File: src/rtl/sqrt_sched_pkg.sv
// Shared types and constants for the square-root request scheduler.
// Operand/result widths are fixed by the square_root datapath.
package sqrt_sched_pkg;

  localparam int IN_W  = 8;
  localparam int OUT_W = 16;

  typedef enum logic [1:0] {
    IDLE = 2'd0,
    CALC = 2'd1,
    HOLD = 2'd2
  } state_t;

  function automatic int clog2(input int n);
    int r;
    r = 0;
    while ((1 << r) < n) r++;
    return r;
  endfunction

endpackage

File: src/rtl/rr_pick.sv
// Pure combinational round-robin search: first set bit of req at or above
// ptr, wrapping modulo N.
module rr_pick #(
  parameter int N = 4,
  parameter int W = 2
) (
  input  logic [N-1:0] req,
  input  logic [W-1:0] ptr,
  output logic [N-1:0] grant,
  output logic [W-1:0] idx,
  output logic         any_req
);

  logic         found;
  logic [W-1:0] pos;

  always_comb begin
    grant   = '0;
    idx     = '0;
    found   = 1'b0;
    pos     = '0;
    any_req = |req;
    for (int k = 0; k < N; k++) begin
      pos = W'((int'(ptr) + k) % N);
      if (!found && req[pos]) begin
        found      = 1'b1;
        grant[pos] = 1'b1;
        idx        = pos;
      end
    end
  end

endmodule

File: src/rtl/square_root.sv
// Combinational square root: integer operand in, unsigned 8.8 result out,
// truncated (floor of sqrt(op * 2^16)).
module square_root
  import sqrt_sched_pkg::*;
(
  input  logic [IN_W-1:0]  op,
  output logic [OUT_W-1:0] root
);

  localparam int FRAC  = OUT_W - IN_W;
  localparam int RAD_W = IN_W + 2 * FRAC;
  localparam int ACC_W = RAD_W / 2;

  logic [RAD_W-1:0] rad;
  logic [RAD_W-1:0] sq;
  logic [ACC_W-1:0] acc;
  logic [ACC_W-1:0] trial;

  always_comb begin
    rad   = {op, {(2 * FRAC){1'b0}}};
    acc   = '0;
    trial = '0;
    sq    = '0;
    // Restoring bit-by-bit search, MSB first.
    for (int b = ACC_W - 1; b >= 0; b--) begin
      trial = acc | (ACC_W'(1) << b);
      sq    = RAD_W'(trial) * RAD_W'(trial);
      if (sq <= rad) acc = trial;
    end
    root = OUT_W'(acc);
  end

endmodule

File: src/rtl/sqrt_rr_scheduler.sv
// Shares one square_root datapath among N_REQ requesters with round-robin
// arbitration, registered operand/result and a valid/ready result port.
//
// state | meaning
// IDLE  | waiting for a request; grant is live, accept on the edge
// CALC  | op_reg drives square_root; result captured on the edge
// HOLD  | result presented on res_*; leaves when res_ready is high
module sqrt_rr_scheduler
  import sqrt_sched_pkg::*;
#(
  parameter int N_REQ = 4,
  parameter int ID_W  = clog2(N_REQ)
) (
  input  logic                  clk,
  input  logic                  rst_n,
  input  logic [N_REQ-1:0]      req_valid,
  input  logic [N_REQ*IN_W-1:0] req_data,
  output logic [N_REQ-1:0]      req_ready,
  output logic                  res_valid,
  output logic [ID_W-1:0]       res_id,
  output logic [OUT_W-1:0]      res_data,
  input  logic                  res_ready,
  output logic                  busy
);

  state_t            state, state_nxt;
  logic [N_REQ-1:0]  grant;
  logic [ID_W-1:0]   pick_idx;
  logic              any_req;
  logic [ID_W-1:0]   rr_ptr;
  logic [ID_W-1:0]   next_ptr;
  logic [ID_W-1:0]   id_reg;
  logic [IN_W-1:0]   op_reg;
  logic [OUT_W-1:0]  root;

  rr_pick #(.N(N_REQ), .W(ID_W)) u_pick (
    .req     (req_valid),
    .ptr     (rr_ptr),
    .grant   (grant),
    .idx     (pick_idx),
    .any_req (any_req)
  );

  square_root u_sqrt (
    .op   (op_reg),
    .root (root)
  );

  assign next_ptr = (int'(pick_idx) == N_REQ - 1) ? '0 : pick_idx + 1'b1;
  assign busy     = (state != IDLE);

  always_comb begin
    state_nxt = state;
    req_ready = '0;
    case (state)
      IDLE: begin
        req_ready = grant;
        if (any_req) state_nxt = CALC;
      end
      CALC:    state_nxt = HOLD;
      HOLD:    if (res_ready) state_nxt = IDLE;
      default: state_nxt = IDLE;
    endcase
  end

  always_ff @(posedge clk or negedge rst_n) begin
    if (!rst_n) state <= IDLE;
    else        state <= state_nxt;
  end

  always_ff @(posedge clk or negedge rst_n) begin
    if (!rst_n) begin
      rr_ptr    <= '0;
      id_reg    <= '0;
      op_reg    <= '0;
      res_valid <= 1'b0;
      res_id    <= '0;
      res_data  <= '0;
    end else begin
      case (state)
        IDLE: begin
          if (any_req) begin
            op_reg <= req_data[int'(pick_idx) * IN_W +: IN_W];
            id_reg <= pick_idx;
            rr_ptr <= next_ptr;
          end
        end
        CALC: begin
          res_data  <= root;
          res_id    <= id_reg;
          res_valid <= 1'b1;
        end
        HOLD: if (res_ready) res_valid <= 1'b0;
        default: ;
      endcase
    end
  end

endmodule

File: config.mk
export PLATFORM = sky130hd
export DESIGN_NAME = sqrt_rr_scheduler
export DESIGN_NICKNAME = d
export VERILOG_FILES = /design/src/rtl/sqrt_sched_pkg.sv /design/src/rtl/rr_pick.sv /design/src/rtl/square_root.sv /design/src/rtl/sqrt_rr_scheduler.sv
export SDC_FILE = /design/constraint.sdc
export NUM_CORES = 1
export LEC_CHECK = 0
export BUFFER_PORTS_ARGS = -buffer_cell sky130_fd_sc_hd__buf_4
export CAP_MARGIN = 20
export CORE_MARGIN = 3
export CORE_UTILIZATION = 66
export CTS_CLUSTER_DIAMETER = 50
export DETAILED_ROUTE_END_ITERATION = 6
export PLACE_DENSITY_LB_ADDON = 0.25
export SKIP_CTS_REPAIR_TIMING = 1
export SLEW_MARGIN = 5
export SYNTH_ARGS = -nofsm -noshare
export SYNTH_HDL_FRONTEND = slang
export SYNTH_SLANG_ARGS = --single-unit
File: constraint.sdc
create_clock -name clk -period 64.6 [get_ports clk]
set_clock_uncertainty 0.1 [all_clocks]
set_input_delay 0 -clock clk [delete_from_list [all_inputs] [get_ports clk]]
set_output_delay 0 -clock clk [all_outputs]
set_load 0.01 [all_outputs]
Word-level counts from Yosys, hierarchy flattened
Cells that the tools add are included.
Widths: inputs -> output; s select.

word-level totals
  register bits = 29
  bits in latches = 0
  memory bits (writable) = 0
  ROM bits = 0
  bits of input ports = 39
  output and inout port bits = 24
  word-level logic and storage cells = 114
  memories = 0

cells by class
  $add $sub $neg = 4
  multipliers = 11
  divide/modulo/power cells = 0
  $lt $le $gt $ge = 20
  eq/ne operators = 5
  shifts and indexed selects = 1
  muxes and demuxes = 46
  bitwise gates (word level) = 3
  reduce and logical (&&, ||, !) cells = 17

operators by type and width
  operator              number
  $le 24x24->1          11
  $mul 12x12->24        11
  $shiftx 32x6->8       1
  $le 23x24->1 const A  1
  $mux 4                6
  $mux 2                8
  $mux 1                13
  $lt 2x3->1 const B    4
  $mux 12               1
  $or 4x4->4            3
  $mux 11               1
  $mux 10               1
  $mux 9                1
  $bmux 1 s2            4
  $demux 1 s2           4
  $ge 2x1->1 const B    4
  $mux 8                1
  $logic_and 1x1->1     7
  $mux 7                1
  $mux 6                1
  $pmux 2 s3            1
  $reduce_and 2->1      3
  $mux 5                1
  $add 2x1->2 const B   2
  10 further kinds      16

Logic depth before layout (Yosys ltp)
Gate-level depths: netlist of the first run.

  depth in word-level cells = 35
  gate-level depth with buffers = 252
  gate-level depth less buffers = 242

Modules after synthesis
A second synthesis of the first run with hierarchy kept.

unflattened totals
  cell total of the unflattened synthesis = 1547
  area, all modules = 14456.4 um^2

by module, submodules not included
  module             instances  cells each  area each (um^2)  sequential area each (um^2)
  square_root        1          1402        12487.0           0.0
  sqrt_rr_scheduler  1          94          1522.7            825.8
  rr_pick            1          51          446.7             0.0

Worst setup path after synthesis of the first run
Ideal clock, no wire load.

  path kind = reg2reg
  start = register op_reg[6]
  end = register res_data[0]
  arrival time = 51618 ps
  required time = 64396 ps
  setup slack = 12778 ps
  cell stages (with the launch flop) = 229
  buffers on the path = 10
  clock period less this slack = 51822 ps
  path through = dfrtp_1 o21ai_0 inv_1 clkbuf_1 xnor2_1 ha_1 nor2b_1 nor4b_1 o21ai_0 and2_1 clkbuf_1 buf_1 nor2_1 ha_1 ha_1 ha_1 ha_1 xnor2_1 [193 not listed] fa_1 inv_1 fa_1 ha_1 nand4_1 a2111oi_4 o21ai_0 mux2i_1 o2111ai_2 o31a_4 o21ai_2 xor2_1 ha_1 nor3b_1 nand2_1 a2111oi_2 nor3b_1 o41ai_2

on the way
  longest elaborated chain between the ends = 35

RTL lines
  what                    line                     text
  start, declared         sqrt_rr_scheduler.sv:33  logic [IN_W-1:0] op_reg;
  start signal, assigned  sqrt_rr_scheduler.sv:83  op_reg <= req_data[int'(pick_idx) * IN_W +: IN_W];
  $le 23x24->1            square_root.sv:28        if (sq <= rad) acc = trial;
  $mux 12                 square_root.sv:28
  $mul 12x12->24          square_root.sv:27        sq = RAD_W'(trial) * RAD_W'(trial);
  $le 24x24->1 *          square_root.sv:28
  $mux 11 *               square_root.sv:28
  named net root[10]      sqrt_rr_scheduler.sv:34  logic [OUT_W-1:0] root;
  $mul 12x12->24          square_root.sv:27
  $le 24x24->1            square_root.sv:28
  [4 not listed]          -
  named net root[8]       sqrt_rr_scheduler.sv:34
  [6 not listed]          -
  named net root[6]       sqrt_rr_scheduler.sv:34
  [6 not listed]          -
  named net root[4]       sqrt_rr_scheduler.sv:34
  [3 not listed]          -
  named net root[3]       sqrt_rr_scheduler.sv:34
  [3 not listed]          -
  named net root[2]       sqrt_rr_scheduler.sv:34
  $mul 12x12->24 *        square_root.sv:27
  $le 24x24->1 *          square_root.sv:28
  $mux 2 *                square_root.sv:28
  named net root[1]       sqrt_rr_scheduler.sv:34
  $mul 12x12->24 *        square_root.sv:27
  $le 24x24->1 *          square_root.sv:28
  $mux 1 *                square_root.sv:28
  end signal, assigned    sqrt_rr_scheduler.sv:89  res_data <= root;
  end, declared           sqrt_rr_scheduler.sv:21  output logic [OUT_W-1:0] res_data,

The timed path passes the listed nets; every way through them passes the cells marked *.
A chain may end at the register's enable or synchronous reset.

Worst setup path after layout of the first run
  start = register op_reg[6]
  end = register res_data[0]

on the way
  longest elaborated chain between the ends = 35

RTL lines
  what                line
  $le 23x24->1 *      square_root.sv:28
  $mux 12 *           square_root.sv:28
  named net root[11]  sqrt_rr_scheduler.sv:34
  $mul 12x12->24      square_root.sv:27
  $le 24x24->1        square_root.sv:28
  $mux 11             square_root.sv:28
  $mul 12x12->24      square_root.sv:27
  $le 24x24->1        square_root.sv:28
  [19 not listed]     -
  named net root[3]   sqrt_rr_scheduler.sv:34
  [3 not listed]      -
  named net root[2]   sqrt_rr_scheduler.sv:34
  $mul 12x12->24 *    square_root.sv:27
  $le 24x24->1 *      square_root.sv:28
  $mux 2 *            square_root.sv:28
  named net root[1]   sqrt_rr_scheduler.sv:34
  $mul 12x12->24 *    square_root.sv:27
  $le 24x24->1 *      square_root.sv:28
  $mux 1 *            square_root.sv:28

Marks and branches as above.

==> results of run 1 <==
==> path summary, 6_finish.rpt <==
path                       depth (start not counted)         start     endpoint
max in group asynchronous                          2         rst_n  res_data[5]
max                                              222     op_reg[6]  res_data[0]
min reg2reg                                        1      state[1]    res_valid
max reg2reg                                      222     op_reg[6]  res_data[0]
min                                                4  req_data[12]    op_reg[4]
min in group asynchronous                          2         rst_n    op_reg[0]
==> routing by layer <==
metal  up-vias  global-route usage [%]
li1       5300                       -
met1      5414                    38.6
met2       334                    52.5
met3        88                    2.56
met4         0                    11.5
met5         -                       0
==> layout by cell type, fill, tap and decap left out, types with 4 or more instances in the layout <==
master,synthesis,layout
o211ai_1,15,15
or4b_2,4,4
nand3_1,10,10
fa_1,191,191
a31oi_1,5,5
conb_1,1,5
nor3b_1,7,7
ha_1,319,319
nor3_1,21,21
buf_4,4,70
a2111oi_0,5,5
mux2_2,12,12
nor2b_1,15,15
dfrtp_1,29,29
a21oi_1,66,65
a211oi_1,6,6
xnor2_1,53,53
mux2i_1,11,11
nand4_1,14,14
a21o_1,20,20
clkbuf_16,0,5
xor2_1,17,17
nand2_1,95,95
or2_2,5,5
and2_1,6,6
o21a_1,20,20
a222oi_1,4,4
o21ai_0,62,61
o31a_1,4,4
nand2b_1,12,12
inv_1,339,339
nor2_1,110,110
o21bai_1,8,8
==> worst max-delay path: cells and delay by family, from the launching register on <==
family | cells | cell delay, ns
fa+ha+maj | 65 | 24.83
compound gates | 68 | 15.49
simple gates | 39 | 8.71
buf+inv | 37 | 5.61
xor+xnor | 12 | 1.72
flops | 1 | 0.42
mux | 1 | 0.21
==> per-stage QoR <==
stage | utilization (%) | std cells | cell area (µm²) | worst slack (ns)
after floorplan | - | 1589 | 14200 | 12.78
after global placement | 72.2 | 1895 | 14900 | 9.10
after detailed placement | 72.2 | 1895 | 14900 | 7.92
after CTS | 73.0 | 1903 | 15100 | 7.69
after global routing | 73.1 | 1905 | 15100 | 3.66
final | 73.1 | 1905 | 15100 | 7.25
==> logic make-up after synthesis <==
logic type                 count (synthesis)  share of synthesized area (%)
muxes                                     24                           1.89
buffers and inverters                    378                           10.3
and+or+nand+nor                          321                           10.8
xor gates and xnor gates                  72                           4.64
DFF                                       29                           5.13
adders and majority gates                510                           55.2
other                                      1                         0.0265
AOI/OAI and AO/OA                        250                           12.0
==> layout make-up <==
cell class              instances  area (µm²)
repair buffers                 72         546
clock buffers                   7         153
clock inverters                 1        5.00
multi-input cells            1182       12000
fillers                      1590        5550
well taps                     270         338
inverters                     344        1290
flip-flops and latches         29         726
==> impl_metrics.env, run 1 <==
export IMPL_status="complete, no violations"
export IMPL_tightest_slew_ns=1.06
export IMPL_portBuffers=58
export IMPL_ctsHtreeMaxLevel=2
export IMPL_cp_slowest_cell="nor2_1"
export IMPL_cp_end_kind="flip-flop"
export IMPL_post_synth_cell_area_avg_um2=8.93
export IMPL_yosysMostFrequentCell="inv_1"
export IMPL_wl_met3_mm=1.88
export IMPL_finalSetupTns_ns=0
export IMPL_drc_errors=0
export IMPL_synthTopCellsByArea="ha_1, fa_1, inv_1"
export IMPL_synth_top_area_share_pct=28.2
export IMPL_fin_crit_ns=57.35
export IMPL_yosys_top_cells_count="inv_1, ha_1, fa_1"
export IMPL_grt_overflow=0
export IMPL_finalHoldViolations=0
export IMPL_path_common_cell="ha_1"
export IMPL_path_max_fanout=23
export IMPL_cts_root_buffer="clkbuf_16"
export IMPL_clkLatencyLatePin_ns=0.27
export IMPL_ios=63
export IMPL_grt_start_max_net_pins=30
export IMPL_grt_pass1_wl_mm=57.3
export IMPL_place_hpwl_mm=28.3
export IMPL_antennaDiodeCount=0
export IMPL_firstDrtPassIters=7
export IMPL_synth_cells=1585
export IMPL_yosys_warnings=0
export IMPL_avgViaCountPerCell=5.85
export IMPL_fin_nets=2183
export IMPL_grt_usage_pct=29.9
export IMPL_hold_path_class="primary input to flip-flop"
export IMPL_synth_edff_count=0
export IMPL_cts_inserted_buffers=5
export IMPL_first_iter_violations=612
export IMPL_drive_gt1_share_pct=7.71
export IMPL_wl_met2_mm=17.0
export IMPL_wirelength_mm=34.2
export IMPL_ys_types=78
export IMPL_whs_ns=0.00529
export IMPL_ys_flop_type="dfrtp_1"
export IMPL_routedWlPerCell_um=18.0
export IMPL_core_um2=20600
export IMPL_timing_reg2reg_setup_slack_ns=7.25
export IMPL_largest_reg_flops=12
export IMPL_antenna_found_initial=0
export IMPL_ys_ff_latch=29
export IMPL_maxUsedRoutingLayer="met4"
export IMPL_clockBufferDepth=2
export IMPL_grt_pass1_vias=11900
export IMPL_finalSetupViolCount=0
export IMPL_fp_dieW_um=152
export IMPL_start_kind="flip-flop"
export IMPL_drtAntennaViolNets=0
export IMPL_synth_seq_area_share_pct=5.13
export IMPL_die_area_um2=23200
export IMPL_crit_required_ns=64.67
export IMPL_maxSlewHeadroom_pct=29.6
export IMPL_fin_crit_sh_pct=88.8
export IMPL_yosys_area_top_type="ha_1"
export IMPL_routabilityCongestion=0.921
export IMPL_synth_area_um2=14200
export IMPL_fp_dieH_um=152
export IMPL_clkSinkCount=29
export IMPL_cap_violations=0
export IMPL_tritoncts="done"
export IMPL_worst_ep_arrival_time_ns=57.42
export IMPL_worst_setup_path_type="flip-flop to flip-flop"
export IMPL_start_util_pct=68.6
export IMPL_clk_pin_slew_worst_paths_ns=0.05
export IMPL_rsz0062_at_grt="no"
export IMPL_area_growth_pct=6.49
export IMPL_rows=52
export IMPL_cp_slowest_stage_delay_ns=0.73
export IMPL_max_freq_ghz=0.0174
export IMPL_m1WireLength_mm=13.9
export IMPL_vias=11100
export IMPL_slew_viol_final=0
export IMPL_async_flop_share_pct=100
Power of run 1 is not shown: default switching activity piles up to over one toggle a cycle in this logic, so the estimate is an artifact.
==> inputs of run 2 (changes only) <==
Settings changed: CORE_ASPECT_RATIO from default to 1.1, CORE_UTILIZATION 66 to 30, RECOVER_POWER from default to 50.
==> run 2 against run 1 <==
Effect of this change: the flow now finishes with violations (negative hold slack, max-capacitance violations, max-slew violations); largest cell class unchanged; routed wire length up 7.5%; final area up 2.9%; worst setup slack worse by 0.95 ns; cell count up 17%; global-route usage down 15 points; die area up 110%.
==> impl_metrics.env, run 2 (synthesis gave the netlist of run 1 again) <==
export IMPL_antennaDiodeCount=0
export IMPL_grt_usage_pct=15.3
export IMPL_worst_setup_path_type="flip-flop to flip-flop"
export IMPL_fp_dieW_um=213
export IMPL_clkSinkCount=29
export IMPL_avgViaCountPerCell=4.77
export IMPL_slew_viol_final=30
export IMPL_final_common_cell="inv_1"
export IMPL_fin_crit_ns=58.30
export IMPL_hold_path_class="primary input to flip-flop"
export IMPL_portBuffers=58
export IMPL_fin_nets=2189
export IMPL_clk_pin_slew_worst_paths_ns=0.06
export IMPL_placed_cell_area_um2=15300
export IMPL_tightest_slew_ns=1.87
export IMPL_instances_no_fill=2229
export IMPL_core_um2=46100
export IMPL_fin_area_um2=15500
export IMPL_ctsHtreeMaxLevel=2
export IMPL_cp_end_kind="flip-flop"
export IMPL_firstDrtPassIters=5
export IMPL_cap_violations=1
export IMPL_cts_root_buffer="clkbuf_16"
export IMPL_clockBufferDepth=2
export IMPL_whs_ns=-0.0191
export IMPL_grt_pass1_wl_mm=59.8
export IMPL_place_hpwl_mm=31.5
export IMPL_wirelength_mm=36.8
export IMPL_tritoncts="done"
export IMPL_cp_slowest_stage_delay_ns=0.73
export IMPL_routedWlPerCell_um=16.5
export IMPL_grt_start_max_net_pins=30
export IMPL_layout_common_cells="inv_1, ha_1, fa_1, nor2_1, nand2_1"
export IMPL_drtAntennaViolNets=0
export IMPL_finalHoldViolations=1
export IMPL_drive_gt1_share_pct=7.50
export IMPL_clkLatencyLatePin_ns=0.29
export IMPL_start_util_pct=30.7
export IMPL_routabilityCongestion=0.842
export IMPL_finalSetupTns_ns=0
export IMPL_cts_inserted_buffers=5
export IMPL_grt_pass1_vias=11200
export IMPL_drc_errors=0
export IMPL_max_freq_ghz=0.0172
export IMPL_final_core_util_pct=33.7
export IMPL_crit_required_ns=64.69
export IMPL_ios=63
export IMPL_start_kind="flip-flop"
export IMPL_fp_dieH_um=234
export IMPL_area_growth_pct=9.57
export IMPL_failed_checks="negative hold slack, max-capacitance violations, max-slew violations"
export IMPL_rows=82
export IMPL_vias=10600
export IMPL_rsz0062_at_grt="no"
export IMPL_worst_ep_arrival_time_ns=58.39
export IMPL_grt_overflow=0
export IMPL_largest_reg_flops=12
export IMPL_place_inst=2218
export IMPL_cp_slowest_cell="nor2_1"
export IMPL_die_area_um2=49800
export IMPL_finalSetupViolCount=0
export IMPL_fillers=4799
export IMPL_maxSlewHeadroom_pct=-25.0
export IMPL_first_iter_violations=490
export IMPL_path_max_fanout=19
export IMPL_fin_crit_sh_pct=90.2
export IMPL_antenna_found_initial=0
export IMPL_status="finished with violations"
run 2: changes by cell type in the layout (fill, tap and decap cells not counted), sizes merged:
cell / change
clkbuf: +10
buf: -5
bufinv: +1
clkinv: -1
clkinvlp: +1
run 2: layout make-up:
class / instances / area (µm²) / share of cell area, %
clock inverters: 2 / 37.5 / 0.242
flip-flops and latches: 29 / 726 / 4.68
inverters: 344 / 1290 / 8.34
repair buffers: 78 / 557 / 3.59
clock buffers: 6 / 139 / 0.896
multi-input cells: 1182 / 12000 / 77.5
well taps: 588 / 736 / 4.74
run 2: path summary, 6_finish.rpt:
check | startpoint | to | slack (ns) | depth (start not counted)
max reg2reg | op_reg[6] | res_data[0] | 6.30 | 219
min | req_data[13] | op_reg[5] | -0.02 | 4
min in group asynchronous | rst_n | op_reg[0] | 0.68 | 2
max in group asynchronous | rst_n | res_data[1] | 62.63 | 2
min reg2reg | res_id[0] | res_id[0] | 0.38 | 2
max | op_reg[6] | res_data[0] | 6.30 | 219
run 2: per-stage QoR:
stage	setup WS, ns	hold slack [ns]
after floorplan	12.78	-0.396
after global placement	7.00	-0.113
after detailed placement	6.28	-0.111
after CTS	6.11	-0.431
after global routing	2.08	0.00460
final	6.30	-0.0191
run 2: per-layer routing:
| layer | wire length, µm | track usage [%] | up-vias |
|---|---|---|---|
| met1 | 16600 | 19.8 | 5160 |
| met4 | 409 | 2.10 | 0 |
| met5 | 0 | 0 | - |
| li1 | - | - | 5307 |
| met3 | 746 | 1.31 | 27 |
| met2 | 19000 | 28.3 | 128 |
run 2: critical path: cells and delay by family (launching register included):
kind	cells	cell delay [ns]
AOI/OAI and AO/OA	68	15.82
xor gates and xnor gates	14	2.18
adders and majority gates	64	24.75
buffers and inverters	32	5.15
DFF	1	0.43
and+or+nand+nor	41	9.73
Power of run 2 is left out for the same reason.
